**config.mk**
```make
export PLATFORM = sky130hd
export DESIGN_NAME = decode_stage
export DESIGN_NICKNAME = d
export VERILOG_FILES = /design/src/rtl/decode_pkg.sv /design/src/rtl/imm_gen.sv /design/src/rtl/decode_stage.sv
export SDC_FILE = /design/constraint.sdc
export NUM_CORES = 1
export LEC_CHECK = 0
export CORE_UTILIZATION = 57
export CTS_CLUSTER_SIZE = 20
export DETAILED_ROUTE_END_ITERATION = 8
export HOLD_SLACK_MARGIN = 0.1
export PLACE_DENSITY = 0.83
export SYNTH_ARGS = -nofsm -noshare
export SYNTH_HDL_FRONTEND = slang
export SYNTH_HIERARCHICAL = 1
export SYNTH_SLANG_ARGS = --single-unit
```
**constraint.sdc**
```tcl
create_clock -name clk -period 3.7 [get_ports clk]
set_input_delay 0.74 -clock clk [delete_from_list [all_inputs] [get_ports clk]]
set_output_delay 0.74 -clock clk [all_outputs]
set_load 0.1 [all_outputs]
```
**src/rtl/decode_pkg.sv**
```systemverilog
// -----------------------------------------------------------------------------
// decode_pkg: shared types and helpers for the RV32I/RV64I decode stage.
//   - opcode localparams
//   - op1sel/op2sel/wbsel enums, ctrl_t control word, NOP_CTRL
//   - dec_t: width-independent part of the decoded payload
//   - helpers: base_ctrl, uses_rs1, uses_rs2, legal_insn
// Optional feature macro: DECODE_ILLEGAL_TRAP_EN (consumed by decode_stage).
// -----------------------------------------------------------------------------
package decode_pkg;

    localparam int unsigned REG_W = 5;

    localparam logic [6:0] OPC_LOAD   = 7'b0000011;
    localparam logic [6:0] OPC_ALUI   = 7'b0010011;
    localparam logic [6:0] OPC_AUIPC  = 7'b0010111;
    localparam logic [6:0] OPC_STORE  = 7'b0100011;
    localparam logic [6:0] OPC_ALU    = 7'b0110011;
    localparam logic [6:0] OPC_LUI    = 7'b0110111;
    localparam logic [6:0] OPC_BRANCH = 7'b1100011;
    localparam logic [6:0] OPC_JALR   = 7'b1100111;
    localparam logic [6:0] OPC_JAL    = 7'b1101111;

    typedef enum logic [1:0] {OP1_RS1 = 2'd0, OP1_PC = 2'd1, OP1_ZERO = 2'd2} op1sel_e;
    typedef enum logic       {OP2_RS2 = 1'b0, OP2_IMM = 1'b1} op2sel_e;
    typedef enum logic [1:0] {WB_ALU = 2'd0, WB_MEM = 2'd1, WB_PC4 = 2'd2} wbsel_e;

    typedef struct packed {
        op1sel_e op1sel;
        op2sel_e op2sel;
        wbsel_e  wbsel;
        logic    memwr;
        logic    memrd;
        logic    regwr;
        logic    isbr;
        logic    isjal;
        logic    isjalr;
        logic    illegal;
    } ctrl_t;

    localparam ctrl_t NOP_CTRL = '0;

    typedef struct packed {
        ctrl_t            ctrl;
        logic [REG_W-1:0] rd;
        logic [REG_W-1:0] rs1;
        logic [REG_W-1:0] rs2;
        logic [2:0]       funct3;
        logic             funct7b5;
    } dec_t;

    // Control word per opcode class; unknown opcodes give the no-op word.
    function automatic ctrl_t base_ctrl(input logic [6:0] opcode);
        ctrl_t c;
        c = NOP_CTRL;
        case (opcode)
            OPC_ALU:    c.regwr = 1'b1;
            OPC_ALUI:   begin c.op2sel = OP2_IMM; c.regwr = 1'b1; end
            OPC_LOAD:   begin c.op2sel = OP2_IMM; c.memrd = 1'b1; c.wbsel = WB_MEM; c.regwr = 1'b1; end
            OPC_STORE:  begin c.op2sel = OP2_IMM; c.memwr = 1'b1; end
            OPC_BRANCH: c.isbr = 1'b1;
            OPC_JAL:    begin c.op1sel = OP1_PC; c.op2sel = OP2_IMM; c.wbsel = WB_PC4;
                              c.regwr = 1'b1; c.isjal = 1'b1; end
            OPC_JALR:   begin c.op2sel = OP2_IMM; c.wbsel = WB_PC4; c.regwr = 1'b1; c.isjalr = 1'b1; end
            OPC_LUI:    begin c.op1sel = OP1_ZERO; c.op2sel = OP2_IMM; c.regwr = 1'b1; end
            OPC_AUIPC:  begin c.op1sel = OP1_PC; c.op2sel = OP2_IMM; c.regwr = 1'b1; end
            default:    ;
        endcase
        return c;
    endfunction

    function automatic logic uses_rs1(input logic [6:0] opcode);
        return (opcode == OPC_ALU)   || (opcode == OPC_ALUI)   || (opcode == OPC_LOAD) ||
               (opcode == OPC_STORE) || (opcode == OPC_BRANCH) || (opcode == OPC_JALR);
    endfunction

    function automatic logic uses_rs2(input logic [6:0] opcode);
        return (opcode == OPC_ALU) || (opcode == OPC_STORE) || (opcode == OPC_BRANCH);
    endfunction

    // Known opcode with a funct3 that exists for its class.
    function automatic logic legal_insn(input logic [6:0] opcode, input logic [2:0] funct3,
                                        input logic rv64);
        case (opcode)
            OPC_ALU, OPC_ALUI, OPC_LUI, OPC_AUIPC, OPC_JAL: return 1'b1;
            OPC_LOAD:   return (funct3 != 3'd7) && (rv64 || (funct3 != 3'd3 && funct3 != 3'd6));
            OPC_STORE:  return (funct3 <= 3'd2) || (rv64 && funct3 == 3'd3);
            OPC_BRANCH: return (funct3 != 3'd2) && (funct3 != 3'd3);
            OPC_JALR:   return funct3 == 3'd0;
            default:    return 1'b0;
        endcase
    endfunction

endpackage

```
**src/rtl/imm_gen.sv**
```systemverilog
// -----------------------------------------------------------------------------
// imm_gen: combinational I/S/B/U/J immediate extraction, chosen by opcode and
// sign-extended to XLEN. Opcodes without an immediate produce zero.
//   instr  in  32    instruction word
//   imm    out XLEN  sign-extended immediate
// -----------------------------------------------------------------------------
module imm_gen
    import decode_pkg::*;
#(
    parameter int unsigned XLEN = 32
) (
    input  logic [31:0]     instr,
    output logic [XLEN-1:0] imm
);

    logic [31:0] imm32;

    always_comb begin
        imm32 = '0;
        case (instr[6:0])
            OPC_ALUI, OPC_LOAD, OPC_JALR:
                imm32 = {{20{instr[31]}}, instr[31:20]};
            OPC_STORE:
                imm32 = {{20{instr[31]}}, instr[31:25], instr[11:7]};
            OPC_BRANCH:
                imm32 = {{19{instr[31]}}, instr[31], instr[7], instr[30:25], instr[11:8], 1'b0};
            OPC_LUI, OPC_AUIPC:
                imm32 = {instr[31:12], 12'b0};
            OPC_JAL:
                imm32 = {{11{instr[31]}}, instr[31], instr[19:12], instr[20], instr[30:21], 1'b0};
            default:
                imm32 = '0;
        endcase
    end

    // Signed size cast sign-extends for XLEN=64 and is a pass-through at 32.
    assign imm = XLEN'($signed(imm32));

endmodule

```
**src/rtl/decode_stage.sv**
```systemverilog
// -----------------------------------------------------------------------------
// decode_stage: registered RV32I/RV64I decode stage between fetch and execute.
// Two-entry elastic output (output register + skid register), one-cycle
// load-use interlock, and flush.
//   clk, rst_n          clock, async active-low reset
//   flush               drop held instructions and hazard tracking
//   in_valid/in_ready   fetch handshake; in_instr (32), in_pc (XLEN)
//   out_valid/out_ready execute handshake
//   out_ctrl            ctrl_t control word
//   out_rd/rs1/rs2      register addresses; out_funct3, out_funct7b5
//   out_imm, out_pc     sign-extended immediate and pc (XLEN)
// Optional feature macro: DECODE_ILLEGAL_TRAP_EN flags unknown opcodes and
// invalid funct3 as illegal; otherwise illegal is always 0.
// -----------------------------------------------------------------------------
module decode_stage
    import decode_pkg::*;
#(
    parameter int unsigned XLEN = 32
) (
    input  logic             clk,
    input  logic             rst_n,
    input  logic             flush,
    input  logic             in_valid,
    output logic             in_ready,
    input  logic [31:0]      in_instr,
    input  logic [XLEN-1:0]  in_pc,
    output logic             out_valid,
    input  logic             out_ready,
    output ctrl_t            out_ctrl,
    output logic [REG_W-1:0] out_rd,
    output logic [REG_W-1:0] out_rs1,
    output logic [REG_W-1:0] out_rs2,
    output logic [2:0]       out_funct3,
    output logic             out_funct7b5,
    output logic [XLEN-1:0]  out_imm,
    output logic [XLEN-1:0]  out_pc
);

    logic [6:0]       opcode_c;
    dec_t             dec_c;
    logic [XLEN-1:0]  imm_c;
    dec_t             out_q;
    dec_t             skid_q;
    logic [XLEN-1:0]  skid_imm;
    logic [XLEN-1:0]  skid_pc;
    logic             skid_full;
    logic             track_valid;
    logic [REG_W-1:0] track_rd;
    logic             hazard_c;
    logic             accept_c;
    logic             out_free_c;

    assign opcode_c = in_instr[6:0];

    imm_gen #(.XLEN(XLEN)) u_imm_gen (
        .instr (in_instr),
        .imm   (imm_c)
    );

    // Field extraction and control word for the offered instruction.
    always_comb begin
        dec_c          = '0;
        dec_c.ctrl     = base_ctrl(opcode_c);
`ifdef DECODE_ILLEGAL_TRAP_EN
        if (!legal_insn(opcode_c, in_instr[14:12], 1'(XLEN == 64))) begin
            dec_c.ctrl         = NOP_CTRL;
            dec_c.ctrl.illegal = 1'b1;
        end
`endif
        dec_c.rd       = in_instr[11:7];
        dec_c.rs1      = in_instr[19:15];
        dec_c.rs2      = in_instr[24:20];
        dec_c.funct3   = in_instr[14:12];
        dec_c.funct7b5 = in_instr[30];
    end

    // Offered instruction reads the rd of the load accepted just before it.
    assign hazard_c = in_valid && track_valid &&
                      ((uses_rs1(opcode_c) && (in_instr[19:15] == track_rd)) ||
                       (uses_rs2(opcode_c) && (in_instr[24:20] == track_rd)));

    assign in_ready   = !flush && !skid_full && !hazard_c;
    assign accept_c   = in_valid && in_ready;
    assign out_free_c = !out_valid || out_ready;

    // Output/skid buffer: skid drains first so order is preserved.
    always_ff @(posedge clk or negedge rst_n) begin
        if (!rst_n) begin
            out_valid <= 1'b0;
            out_q     <= '0;
            out_imm   <= '0;
            out_pc    <= '0;
            skid_full <= 1'b0;
            skid_q    <= '0;
            skid_imm  <= '0;
            skid_pc   <= '0;
        end else if (flush) begin
            out_valid <= 1'b0;
            skid_full <= 1'b0;
        end else if (out_free_c) begin
            if (skid_full) begin
                out_valid <= 1'b1;
                out_q     <= skid_q;
                out_imm   <= skid_imm;
                out_pc    <= skid_pc;
                skid_full <= 1'b0;
            end else begin
                out_valid <= accept_c;
                if (accept_c) begin
                    out_q   <= dec_c;
                    out_imm <= imm_c;
                    out_pc  <= in_pc;
                end
            end
        end else if (accept_c) begin
            skid_full <= 1'b1;
            skid_q    <= dec_c;
            skid_imm  <= imm_c;
            skid_pc   <= in_pc;
        end
    end

    // Load-use tracking: a stall cycle consumes the tracked load.
    always_ff @(posedge clk or negedge rst_n) begin
        if (!rst_n) begin
            track_valid <= 1'b0;
            track_rd    <= '0;
        end else if (flush || hazard_c) begin
            track_valid <= 1'b0;
        end else if (accept_c) begin
            track_valid <= dec_c.ctrl.memrd && (dec_c.rd != '0);
            track_rd    <= dec_c.rd;
        end
    end

    assign out_ctrl     = out_q.ctrl;
    assign out_rd       = out_q.rd;
    assign out_rs1      = out_q.rs1;
    assign out_rs2      = out_q.rs2;
    assign out_funct3   = out_q.funct3;
    assign out_funct7b5 = out_q.funct7b5;

endmodule

```
==> results of run 1 <==
logic make-up (layout without fill, tap and decap cells):
family | count (synthesis) | after routing | share of synthesized area
compound gates | 232 | 232 | 0.1527
xor+xnor | 10 | 10 | 0.009449
mux | 190 | 190 | 0.2190
flops | 194 | 194 | 0.5238
other cells | 1 | 1 | 0.0004046
simple gates | 82 | 82 | 0.05089
buf+inv | 74 | 221 | 0.04387
worst max-delay path: cells and delay by family:
kind                   cells  cell delay, ns
buffers and inverters      2            0.70
AO/OA/AOI/OAI              2            0.57
AND/OR/NAND/NOR            2            0.36
XOR/XNOR                   1            0.23
registers in the layout, indices dropped and copies added, names as in the netlist:
name and flops:
skid_q 29, skid_imm 32, out_valid 1, out_rd 5, out_rs2 5, out_funct7b5 1
track_rd 5, out_rs1 5, skid_pc 32, out_pc 32, out_funct3 3, out_ctrl 10
out_imm 32, track_valid 1, skid_full 1
per-layer routing:
layer | up-vias | track usage
met5 | - | 0
met2 | 221 | 0.4244
met3 | 34 | 0.06854
met4 | 0 | 0.08824
met1 | 3445 | 0.3748
li1 | 3184 | -
worst max path at each step:
stage	startpoint	endpoint	slack [ns]
3_3_place_gp	in_instr[23]	in_ready	0.39
6_report	in_instr[15]	in_ready	0.33
3_5_place_dp	in_instr[15]	in_ready	0.34
5_1_grt	in_instr[15]	in_ready	0.26
4_1_cts	in_instr[15]	in_ready	0.32
2_1_floorplan	in_instr[2]	in_ready	0.22
per-stage QoR:
step / setup WS, ns / hold WS [ns] / cells / area, um^2
CTS: 0.3195 / 0.4026 / 1146 / 11680
global placement: 0.3900 / 0.4664 / 1114 / 11070
detailed placement: 0.3441 / 0.4784 / 1114 / 11070
global route: 0.2650 / 0.4223 / 1146 / 11680
floorplan: 0.2230 / 0.4444 / 783 / 9274
finish: 0.3346 / 0.3657 / 1146 / 11680
report_power, final:
part	leakage [nW]	switching [mW]	internal [mW]
Combinational	2.06	1.46	0.564
Sequential	2.40	0.176	2.43
Clock	0.294	0.803	1.11
layout make-up:
type	instances	area, um^2
clock inverters	11	150.1
multi-input cells	515	4029
fillers	1098	4208
repair buffers	184	1891
flip-flops and latches	194	4858
well taps	216	270.3
inverters	5	18.77
clock buffers	21	460.4
cells in the mapped netlist (all sizes together) (8+ instances only):
cell | number | share of area
nand2 | 21 | 0.0088
o21ai | 25 | 0.013
buf | 39 | 0.030
clkbuf | 30 | 0.012
nand3 | 15 | 0.0086
a21oi | 91 | 0.050
nor2 | 13 | 0.0070
xor2 | 10 | 0.0094
a21o | 8 | 0.0076
a31oi | 86 | 0.058
dfrtp | 194 | 0.52
mux2 | 102 | 0.12
mux2i | 88 | 0.095
==> flow_results.xml, run 1 <==
<?xml version="1.0" encoding="UTF-8"?>
<metrics>
  <group name="run_status">
    <metric name="status" unit="">completed</metric>
  </group>
  <group name="floorplanning">
    <metric name="die_w" unit="um">129.5</metric>
    <metric name="die_area" unit="um^2">16780</metric>
    <metric name="number_of_ports_placed_on_the_die_boundary" unit="">166</metric>
    <metric name="core-area" unit="um^2">15890</metric>
    <metric name="effective_utilization_at_floorplan" unit="">0.5835</metric>
    <metric name="die-height" unit="um">129.5</metric>
    <metric name="core.rowCount" unit="">46</metric>
  </group>
  <group name="timing">
    <metric name="timing_max_transition_violations_final" unit="">0</metric>
    <metric name="slew_limit_headroom" unit="">0.2857</metric>
    <metric name="max_clk_rate" unit="MHz">297.1</metric>
    <metric name="timing.setup.tns" unit="ns">0</metric>
    <metric name="min_period_over_period" unit="">0.9096</metric>
    <metric name="clock_skew" unit="ns">0.009154</metric>
    <metric name="final-setup-viol-count" unit="">0</metric>
    <metric name="timing_hold_violations_final" unit="">0</metric>
    <metric name="grt_setup_unrepaired" unit="">no</metric>
    <metric name="post-route-min-period" unit="ns">3.365</metric>
    <metric name="tightest_slew" unit="ns">1.068</metric>
  </group>
  <group name="worst_setup_path">
    <metric name="worstPathMaxFanout" unit="">7</metric>
    <metric name="timing.rr.end" unit="">skid_pc[28]</metric>
    <metric name="rrSetupSlack" unit="ns">1.37</metric>
    <metric name="end_kind" unit="">output pin</metric>
    <metric name="arrival" unit="ns">2.63</metric>
    <metric name="critical_path.reg2reg.startpoint" unit="">skid_full</metric>
    <metric name="crit_slowest_cell" unit="">sky130_fd_sc_hd__clkdlybuf4s50_1</metric>
    <metric name="max_stage_delay" unit="ns">0.51</metric>
    <metric name="cp-start-kind" unit="">input pin</metric>
    <metric name="reg2reg_depth" unit="">5</metric>
    <metric name="type_of_the_worst_setup_path" unit="">in2out</metric>
    <metric name="crit_required" unit="ns">2.96</metric>
    <metric name="worstPathCellList" unit="">clkdlybuf4s50_1 -&gt; xor2_1 -&gt; nor3_1 -&gt; a22o_1 -&gt; o211a_4 -&gt; nor3_2 -&gt; buf_12</metric>
  </group>
  <group name="clocking">
    <metric name="clock_path_buffers" unit="">2</metric>
    <metric name="clock_latency" unit="ns">0.43</metric>
    <metric name="tritoncts_sinks" unit="">194</metric>
    <metric name="cts.repair_timing.setup_buffer_count" unit="">0</metric>
    <metric name="postCtsHoldBufs" unit="">0</metric>
    <metric name="root_buffer" unit="">sky130_fd_sc_hd__clkbuf_16</metric>
    <metric name="post_cts_resized" unit="">0</metric>
    <metric name="tritoncts_clock_tree" unit="">yes</metric>
    <metric name="htree_levels" unit="">4</metric>
    <metric name="clkTransAtPathRegs" unit="ns">0.07</metric>
    <metric name="cts_inserted_buffers" unit="">17</metric>
  </group>
  <group name="detailed_routing">
    <metric name="router_iterations_before_antenna_repair" unit="">5</metric>
    <metric name="met1Wirelength" unit="mm">9.816</metric>
    <metric name="via_count" unit="">6884</metric>
    <metric name="wl_met2" unit="mm">10.46</metric>
    <metric name="vias_per_cell" unit="">6.007</metric>
    <metric name="totalWireLength" unit="mm">22.11</metric>
    <metric name="dr.max_layer_used" unit="">met4</metric>
    <metric name="remaining_drc_errors" unit="">0</metric>
    <metric name="first_iter_violations" unit="">425</metric>
    <metric name="wl_met3" unit="mm">1.437</metric>
    <metric name="drtAntennaViolNets" unit="">0</metric>
    <metric name="detail_route.wl_per_cell" unit="um">19.29</metric>
  </group>
  <group name="flow_run">
    <metric name="drv_cap" unit="">0</metric>
  </group>
  <group name="yosys">
    <metric name="synth_edf_count" unit="">0</metric>
    <metric name="synth_sequential_area_ratio" unit="">0.5238</metric>
    <metric name="synth_cell_types" unit="">57</metric>
    <metric name="async_set_or_reset_register_ratio_after_synthesis" unit="">1.000</metric>
    <metric name="cell_area_after_synthesis" unit="um^2">9269</metric>
    <metric name="yosys_register_bits" unit="">194</metric>
    <metric name="post_synthesis_cell_count" unit="">783</metric>
    <metric name="postSynthAreaPerCell" unit="um^2">11.84</metric>
    <metric name="synth_ff_type" unit="">sky130_fd_sc_hd__dfrtp_1</metric>
    <metric name="synth_fp_nets" unit="">852</metric>
    <metric name="yosys_warnings" unit="">6</metric>
  </group>
  <group name="global_routing">
    <metric name="antenna_found_initial" unit="">0</metric>
    <metric name="globalRouteOverflowTotal" unit="">0</metric>
    <metric name="first_global_vias" unit="">6561</metric>
    <metric name="first_pass_grt_wire_length" unit="mm">34.91</metric>
    <metric name="globalRouteTotalUtil" unit="">0.2722</metric>
    <metric name="grt_start_max_net_pins" unit="">113</metric>
  </group>
  <group name="placed_design">
    <metric name="buffer_ports.inserted" unit="">164</metric>
    <metric name="finalWeightedCongestion" unit="">0.8613</metric>
    <metric name="detailedPlacementHpwl" unit="mm">14.08</metric>
  </group>
  <group name="pwr">
    <metric name="peakVddDrop" unit="mV">0.4420</metric>
    <metric name="report.power.total" unit="mW">6.543</metric>
    <metric name="cellPowerDensity" unit="nW/um^2">560.3</metric>
    <metric name="static-leakage-power" unit="nW">4.750</metric>
  </group>
  <group name="cells_and_area">
    <metric name="mostFrequentLayoutCell" unit="">sky130_fd_sc_hd__dfrtp_1</metric>
    <metric name="mostFrequentLayoutCells" unit="">sky130_fd_sc_hd__dfrtp_1 (193), sky130_fd_sc_hd__clkdlybuf4s50_1 (161), sky130_fd_sc_hd__mux2_2 (95)</metric>
    <metric name="post-route-util" unit="">0.7351</metric>
    <metric name="antenna_cells_inserted" unit="">0</metric>
    <metric name="layout.nets" unit="">986</metric>
    <metric name="drive_gt1_frac" unit="">0.1860</metric>
    <metric name="synthToLayoutAreaGrowth" unit="%">25.98</metric>
  </group>
  <group name="min_path">
    <metric name="min_path_type" unit="">in2async</metric>
  </group>
</metrics>
Note: power is estimated with default switching activity, not from simulation.
==> run 2: changes to the inputs <==
CORE_UTILIZATION = 53   (was 57)
PLACE_DENSITY = 0.77   (was 0.83)
clock period = 3.1 ns   (was 3.7 ns; I/O delays follow)
==> flow_results.xml, run 2 (same netlist as run 1, synthesis figures left out) <==
<?xml version="1.0" encoding="UTF-8"?>
<metrics>
  <group name="run_status">
    <metric name="status" unit="">completed</metric>
  </group>
  <group name="flow_run">
    <metric name="drv_cap" unit="">0</metric>
  </group>
  <group name="placed_design">
    <metric name="place_inst" unit="">1129</metric>
    <metric name="finalWeightedCongestion" unit="">0.8958</metric>
    <metric name="detailedPlacementHpwl" unit="mm">15.64</metric>
    <metric name="buffer_ports.inserted" unit="">164</metric>
  </group>
  <group name="detailed_routing">
    <metric name="first_iter_violations" unit="">526</metric>
    <metric name="remaining_drc_errors" unit="">0</metric>
    <metric name="vias_per_cell" unit="">6.028</metric>
    <metric name="drtAntennaViolNets" unit="">0</metric>
    <metric name="detail_route.wl_per_cell" unit="um">19.70</metric>
    <metric name="via_count" unit="">6998</metric>
    <metric name="router_iterations_before_antenna_repair" unit="">5</metric>
    <metric name="totalWireLength" unit="mm">22.87</metric>
  </group>
  <group name="cells_and_area">
    <metric name="synthToLayoutAreaGrowth" unit="%">24.58</metric>
    <metric name="filler_cell_count" unit="">1235</metric>
    <metric name="drive_gt1_frac" unit="">0.2965</metric>
    <metric name="post-route-util" unit="">0.6866</metric>
    <metric name="mostFrequentLayoutCell" unit="">sky130_fd_sc_hd__dfrtp_1</metric>
    <metric name="antenna_cells_inserted" unit="">0</metric>
    <metric name="layout.nets" unit="">997</metric>
    <metric name="final-instance-count-excl-fill" unit="">1161</metric>
    <metric name="mostFrequentLayoutCells" unit="">sky130_fd_sc_hd__dfrtp_1 (193), sky130_fd_sc_hd__buf_4 (120), sky130_fd_sc_hd__mux2_2 (95)</metric>
  </group>
  <group name="timing">
    <metric name="timing.hold.ws" unit="ns">0.1592</metric>
    <metric name="final-setup-viol-count" unit="">0</metric>
    <metric name="slew_limit_headroom" unit="">0.4810</metric>
    <metric name="timing_hold_violations_final" unit="">0</metric>
    <metric name="clock_skew" unit="ns">0.009802</metric>
    <metric name="grt_setup_unrepaired" unit="">no</metric>
    <metric name="max_clk_rate" unit="MHz">337.3</metric>
    <metric name="min_period_over_period" unit="">0.9564</metric>
    <metric name="post-route-min-period" unit="ns">2.965</metric>
    <metric name="tightest_slew" unit="ns">0.7785</metric>
    <metric name="timing_max_transition_violations_final" unit="">0</metric>
    <metric name="timing.setup.tns" unit="ns">0</metric>
  </group>
  <group name="pwr">
    <metric name="static-leakage-power" unit="nW">4.892</metric>
    <metric name="report.power.total" unit="mW">7.839</metric>
    <metric name="cellPowerDensity" unit="nW/um^2">678.9</metric>
    <metric name="peakVddDrop" unit="mV">0.4421</metric>
  </group>
  <group name="floorplanning">
    <metric name="die-height" unit="um">134.2</metric>
    <metric name="number_of_ports_placed_on_the_die_boundary" unit="">166</metric>
    <metric name="core.rowCount" unit="">47</metric>
    <metric name="effective_utilization_at_floorplan" unit="">0.5511</metric>
    <metric name="die_w" unit="um">134.2</metric>
    <metric name="core-area" unit="um^2">16820</metric>
    <metric name="die_area" unit="um^2">18020</metric>
  </group>
  <group name="min_path">
    <metric name="min_path_type" unit="">in2async</metric>
  </group>
  <group name="clocking">
    <metric name="postCtsHoldBufs" unit="">0</metric>
    <metric name="clock_path_buffers" unit="">2</metric>
    <metric name="tritoncts_clock_tree" unit="">yes</metric>
    <metric name="post_cts_resized" unit="">0</metric>
    <metric name="cts.repair_timing.setup_buffer_count" unit="">0</metric>
    <metric name="clkTransAtPathRegs" unit="ns">0.06</metric>
    <metric name="root_buffer" unit="">sky130_fd_sc_hd__clkbuf_16</metric>
    <metric name="htree_levels" unit="">4</metric>
    <metric name="cts_inserted_buffers" unit="">17</metric>
    <metric name="clock_latency" unit="ns">0.43</metric>
    <metric name="tritoncts_sinks" unit="">194</metric>
  </group>
  <group name="worst_setup_path">
    <metric name="worstPathCellList" unit="">clkdlybuf4s50_1 -&gt; xor2_1 -&gt; nor3_1 -&gt; a22o_1 -&gt; o211a_4 -&gt; nor3_4 -&gt; buf_12</metric>
    <metric name="arrival" unit="ns">2.34</metric>
    <metric name="crit_slowest_cell" unit="">sky130_fd_sc_hd__clkdlybuf4s50_1</metric>
    <metric name="cp-start-kind" unit="">input pin</metric>
    <metric name="worst_path_dominant_cell_family" unit="">buffers and inverters</metric>
    <metric name="type_of_the_worst_setup_path" unit="">in2out</metric>
    <metric name="end_kind" unit="">output pin</metric>
    <metric name="sum_of_buffers_and_inverters_on_the_critical_path" unit="">2</metric>
    <metric name="worstPathMaxFanout" unit="">7</metric>
    <metric name="max_stage_delay" unit="ns">0.50</metric>
    <metric name="crit_required" unit="ns">2.48</metric>
  </group>
  <group name="global_routing">
    <metric name="grt_start_max_net_pins" unit="">119</metric>
    <metric name="first_pass_grt_wire_length" unit="mm">36.38</metric>
    <metric name="first_global_vias" unit="">6868</metric>
    <metric name="globalRouteTotalUtil" unit="">0.2599</metric>
    <metric name="antenna_found_initial" unit="">3</metric>
    <metric name="globalRouteOverflowTotal" unit="">0</metric>
  </group>
</metrics>
[run 2: changes by cell type in the layout (fill, tap and decap cells not counted)]
| cell | previous run | this run |
|---|---|---|
| sky130_fd_sc_hd__buf_4 | 14 | 120 |
| sky130_fd_sc_hd__clkdlybuf4s50_1 | 161 | 67 |
| sky130_fd_sc_hd__clkinv_4 | 2 | 0 |
| sky130_fd_sc_hd__clkinvlp_4 | 2 | 4 |
| sky130_fd_sc_hd__buf_12 | 8 | 7 |
| sky130_fd_sc_hd__bufinv_16 | 3 | 4 |
| sky130_fd_sc_hd__clkbuf_1 | 2 | 1 |
| sky130_fd_sc_hd__nor3_2 | 2 | 1 |
| sky130_fd_sc_hd__nor3_4 | 0 | 1 |
[run 2: layout make-up]
class,instances,area [um^2],share of cell area
clock inverter,12,177.7,0.01539
tap,220,275.3,0.02384
multi-input combinational,515,4035,0.3494
inverter,5,18.77,0.001625
sequential,194,4858,0.4207
clock buffer,20,456.7,0.03955
timing repair buffer,195,1725,0.1494
[run 2: per-layer routing]
layer	global-route usage	routed length (um)	up-vias
met1	0.3463	9841	3513
met2	0.4182	11040	247
met4	0.08677	414	4
met5	0	35	-
li1	-	-	3196
met3	0.06236	1538	38
[run 2: worst paths after layout]
check                                   from          end  slack, ns  cells after the start
worst max-delay path            in_instr[19]     in_ready       0.14                      7
worst min-delay path                   rst_n   skid_pc[3]       0.16                      1
worst max register to register   track_rd[2]  out_imm[23]       0.85                      8
worst min register to register    skid_q[28]   skid_q[28]       0.49                      1
max in group asynchronous              rst_n    skid_full       2.16                      2
min in group clk                  skid_q[28]   skid_q[28]       0.49                      1
[run 2: report_power, final]
group / switching, mW / internal (mW) / leakage [nW]
sequential: 0.219 / 2.90 / 2.40
clock: 0.952 / 1.40 / 0.299
combinational: 1.75 / 0.621 / 2.20
[run 2: metrics by stage]
step,worst slack [ns],cell area [um^2]
after CTS,0.1281,11550
after global placement,0.1773,10910
after floorplan,0.2814,9280
after detailed placement,0.05197,10910
final,0.1350,11550
after global routing,0.03095,11550
[run 2: worst register-to-register path, delay by kind of cell (launching register included)]
| kind | cells | cell delay [ns] |
|---|---|---|
| xor+xnor | 1 | 0.18 |
| compound gates | 4 | 0.78 |
| flops | 1 | 0.41 |
| buf+inv | 2 | 0.70 |
| simple gates | 1 | 0.09 |
==> run 3: changes to the inputs <==
CORE_ASPECT_RATIO = 0.5   (was not set)
==> flow_results.xml, run 3 (same netlist as run 1, synthesis figures left out) <==
<?xml version="1.0" encoding="UTF-8"?>
<metrics>
  <group name="worst_setup_path">
    <metric name="crit_required" unit="ns">2.48</metric>
    <metric name="worstPathMaxFanout" unit="">7</metric>
    <metric name="cp-start-kind" unit="">input pin</metric>
    <metric name="rrSetupSlack" unit="ns">0.79</metric>
    <metric name="reg2reg_depth" unit="">5</metric>
    <metric name="timing.rr.end" unit="">skid_pc[13]</metric>
    <metric name="end_kind" unit="">output pin</metric>
    <metric name="type_of_the_worst_setup_path" unit="">in2out</metric>
    <metric name="arrival" unit="ns">2.38</metric>
    <metric name="critical_path.reg2reg.startpoint" unit="">skid_full</metric>
  </group>
  <group name="clocking">
    <metric name="clock_path_buffers" unit="">2</metric>
    <metric name="post_cts_resized" unit="">0</metric>
    <metric name="tritoncts_clock_tree" unit="">yes</metric>
    <metric name="tritoncts_sinks" unit="">194</metric>
    <metric name="postCtsHoldBufs" unit="">0</metric>
    <metric name="clock_latency" unit="ns">0.43</metric>
    <metric name="htree_levels" unit="">4</metric>
    <metric name="cts_inserted_buffers" unit="">17</metric>
    <metric name="cts.repair_timing.setup_buffer_count" unit="">0</metric>
    <metric name="root_buffer" unit="">sky130_fd_sc_hd__clkbuf_16</metric>
    <metric name="clkTransAtPathRegs" unit="ns">0.07</metric>
  </group>
  <group name="pwr">
    <metric name="peakVddDrop" unit="mV">0.5109</metric>
    <metric name="cellPowerDensity" unit="nW/um^2">673.6</metric>
    <metric name="static-leakage-power" unit="nW">4.914</metric>
  </group>
  <group name="floorplanning">
    <metric name="die_w" unit="um">189.0</metric>
    <metric name="effective_utilization_at_floorplan" unit="">0.5543</metric>
    <metric name="die-height" unit="um">95.51</metric>
    <metric name="number_of_ports_placed_on_the_die_boundary" unit="">166</metric>
    <metric name="core-area" unit="um^2">16720</metric>
    <metric name="core.rowCount" unit="">33</metric>
    <metric name="die_area" unit="um^2">18050</metric>
  </group>
  <group name="detailed_routing">
    <metric name="router_iterations_before_antenna_repair" unit="">5</metric>
    <metric name="detail_route.wl_per_cell" unit="um">19.03</metric>
    <metric name="drtAntennaViolNets" unit="">0</metric>
    <metric name="via_count" unit="">6934</metric>
    <metric name="remaining_drc_errors" unit="">0</metric>
    <metric name="first_iter_violations" unit="">412</metric>
    <metric name="totalWireLength" unit="mm">22.24</metric>
    <metric name="vias_per_cell" unit="">5.932</metric>
  </group>
  <group name="timing">
    <metric name="clock_skew" unit="ns">0.01200</metric>
    <metric name="post-route-min-period" unit="ns">2.996</metric>
    <metric name="tightest_slew" unit="ns">0.6341</metric>
    <metric name="timing.setup.tns" unit="ns">0</metric>
    <metric name="min_period_over_period" unit="">0.9665</metric>
    <metric name="final-setup-viol-count" unit="">0</metric>
    <metric name="grt_setup_unrepaired" unit="">no</metric>
    <metric name="fin_ws" unit="ns">0.1039</metric>
    <metric name="timing_max_transition_violations_final" unit="">0</metric>
    <metric name="max_clk_rate" unit="MHz">333.8</metric>
    <metric name="timing_hold_violations_final" unit="">0</metric>
    <metric name="timing.hold.ws" unit="ns">0.1849</metric>
    <metric name="slew_limit_headroom" unit="">0.5773</metric>
  </group>
  <group name="cells_and_area">
    <metric name="layout.nets" unit="">999</metric>
    <metric name="mostFrequentLayoutCell" unit="">sky130_fd_sc_hd__dfrtp_1</metric>
    <metric name="antenna_cells_inserted" unit="">0</metric>
    <metric name="filler_cell_count" unit="">1250</metric>
    <metric name="drive_gt1_frac" unit="">0.2983</metric>
    <metric name="mostFrequentLayoutCells" unit="">sky130_fd_sc_hd__dfrtp_1 (193), sky130_fd_sc_hd__buf_4 (120), sky130_fd_sc_hd__mux2_2 (95)</metric>
    <metric name="final-instance-count-excl-fill" unit="">1169</metric>
    <metric name="synthToLayoutAreaGrowth" unit="%">24.93</metric>
  </group>
  <group name="global_routing">
    <metric name="first_pass_grt_wire_length" unit="mm">35.15</metric>
    <metric name="globalRouteTotalUtil" unit="">0.2525</metric>
    <metric name="globalRouteOverflowTotal" unit="">0</metric>
    <metric name="grt_start_max_net_pins" unit="">85</metric>
    <metric name="first_global_vias" unit="">6598</metric>
    <metric name="antenna_found_initial" unit="">0</metric>
  </group>
  <group name="min_path">
    <metric name="min_path_type" unit="">in2async</metric>
  </group>
  <group name="placed_design">
    <metric name="finalWeightedCongestion" unit="">0.8545</metric>
    <metric name="buffer_ports.inserted" unit="">164</metric>
    <metric name="place_inst" unit="">1138</metric>
    <metric name="detailedPlacementHpwl" unit="mm">14.75</metric>
    <metric name="dp_worst_setup_slack" unit="ns">0.1120</metric>
  </group>
  <group name="flow_run">
    <metric name="drv_cap" unit="">0</metric>
  </group>
  <group name="run_status">
    <metric name="status" unit="">completed</metric>
  </group>
</metrics>
[run 3: cell types whose count changed in the layout (fill, tap and decap cells not counted), sizes merged]
| cell | delta |
|---|---|
| buf | +2 |
| bufinv | -1 |
| clkinv | +3 |
| clkinvlp | -3 |
[run 3: worst max path at each step]
stage | from | endpoint
finish | in_instr[15] | in_ready
global placement | in_instr[15] | in_ready
global route | in_instr[19] | in_ready
floorplan | in_instr[2] | in_ready
detailed placement | in_instr[15] | in_ready
CTS | in_instr[15] | in_ready
[run 3: power by group]
part	switching (mW)	internal [mW]	leakage, nW
combinational	1.74	0.625	2.22
clock	0.982	1.34	0.303
sequential	0.211	2.90	2.40
[run 3: metal layers]
metal / up-vias / share of wire / global-route usage
met5: - / 0 / 0
li1: 3201 / - / -
met3: 37 / 0.053 / 0.05153
met1: 3502 / 0.46 / 0.3439
met2: 194 / 0.47 / 0.4066
met4: 0 / 0.018 / 0.08669
[run 3: layout make-up]
class	count	area (um^2)	area share
sequential	194	4858	0.4196
multi-input combinational	515	4035	0.3485
clock buffer	20	466.7	0.04030
inverter	5	18.77	0.001621
clock inverter	11	151.4	0.01307
tap	227	284.0	0.02453
timing repair buffer	197	1765	0.1525
[run 3: critical path, cell delays in order]
cell and delay (ns):
sky130_fd_sc_hd__clkdlybuf4s50_1 0.48, sky130_fd_sc_hd__xor2_1 0.20, sky130_fd_sc_hd__nor3_1 0.25, sky130_fd_sc_hd__a22o_1 0.29, sky130_fd_sc_hd__o211a_4 0.28, sky130_fd_sc_hd__nor3_4 0.06, sky130_fd_sc_hd__buf_12 0.18
[run 3: through the flow]
step           power (mW)  cell area [um^2]  utilization
3_3_place_gp        5.481             10960       0.6555
2_1_floorplan       4.873              9280            -
5_1_grt             8.094             11580       0.6925
3_5_place_dp        5.532             10960       0.6555
4_1_cts             7.846             11580       0.6925
6_report            7.800             11580       0.6925
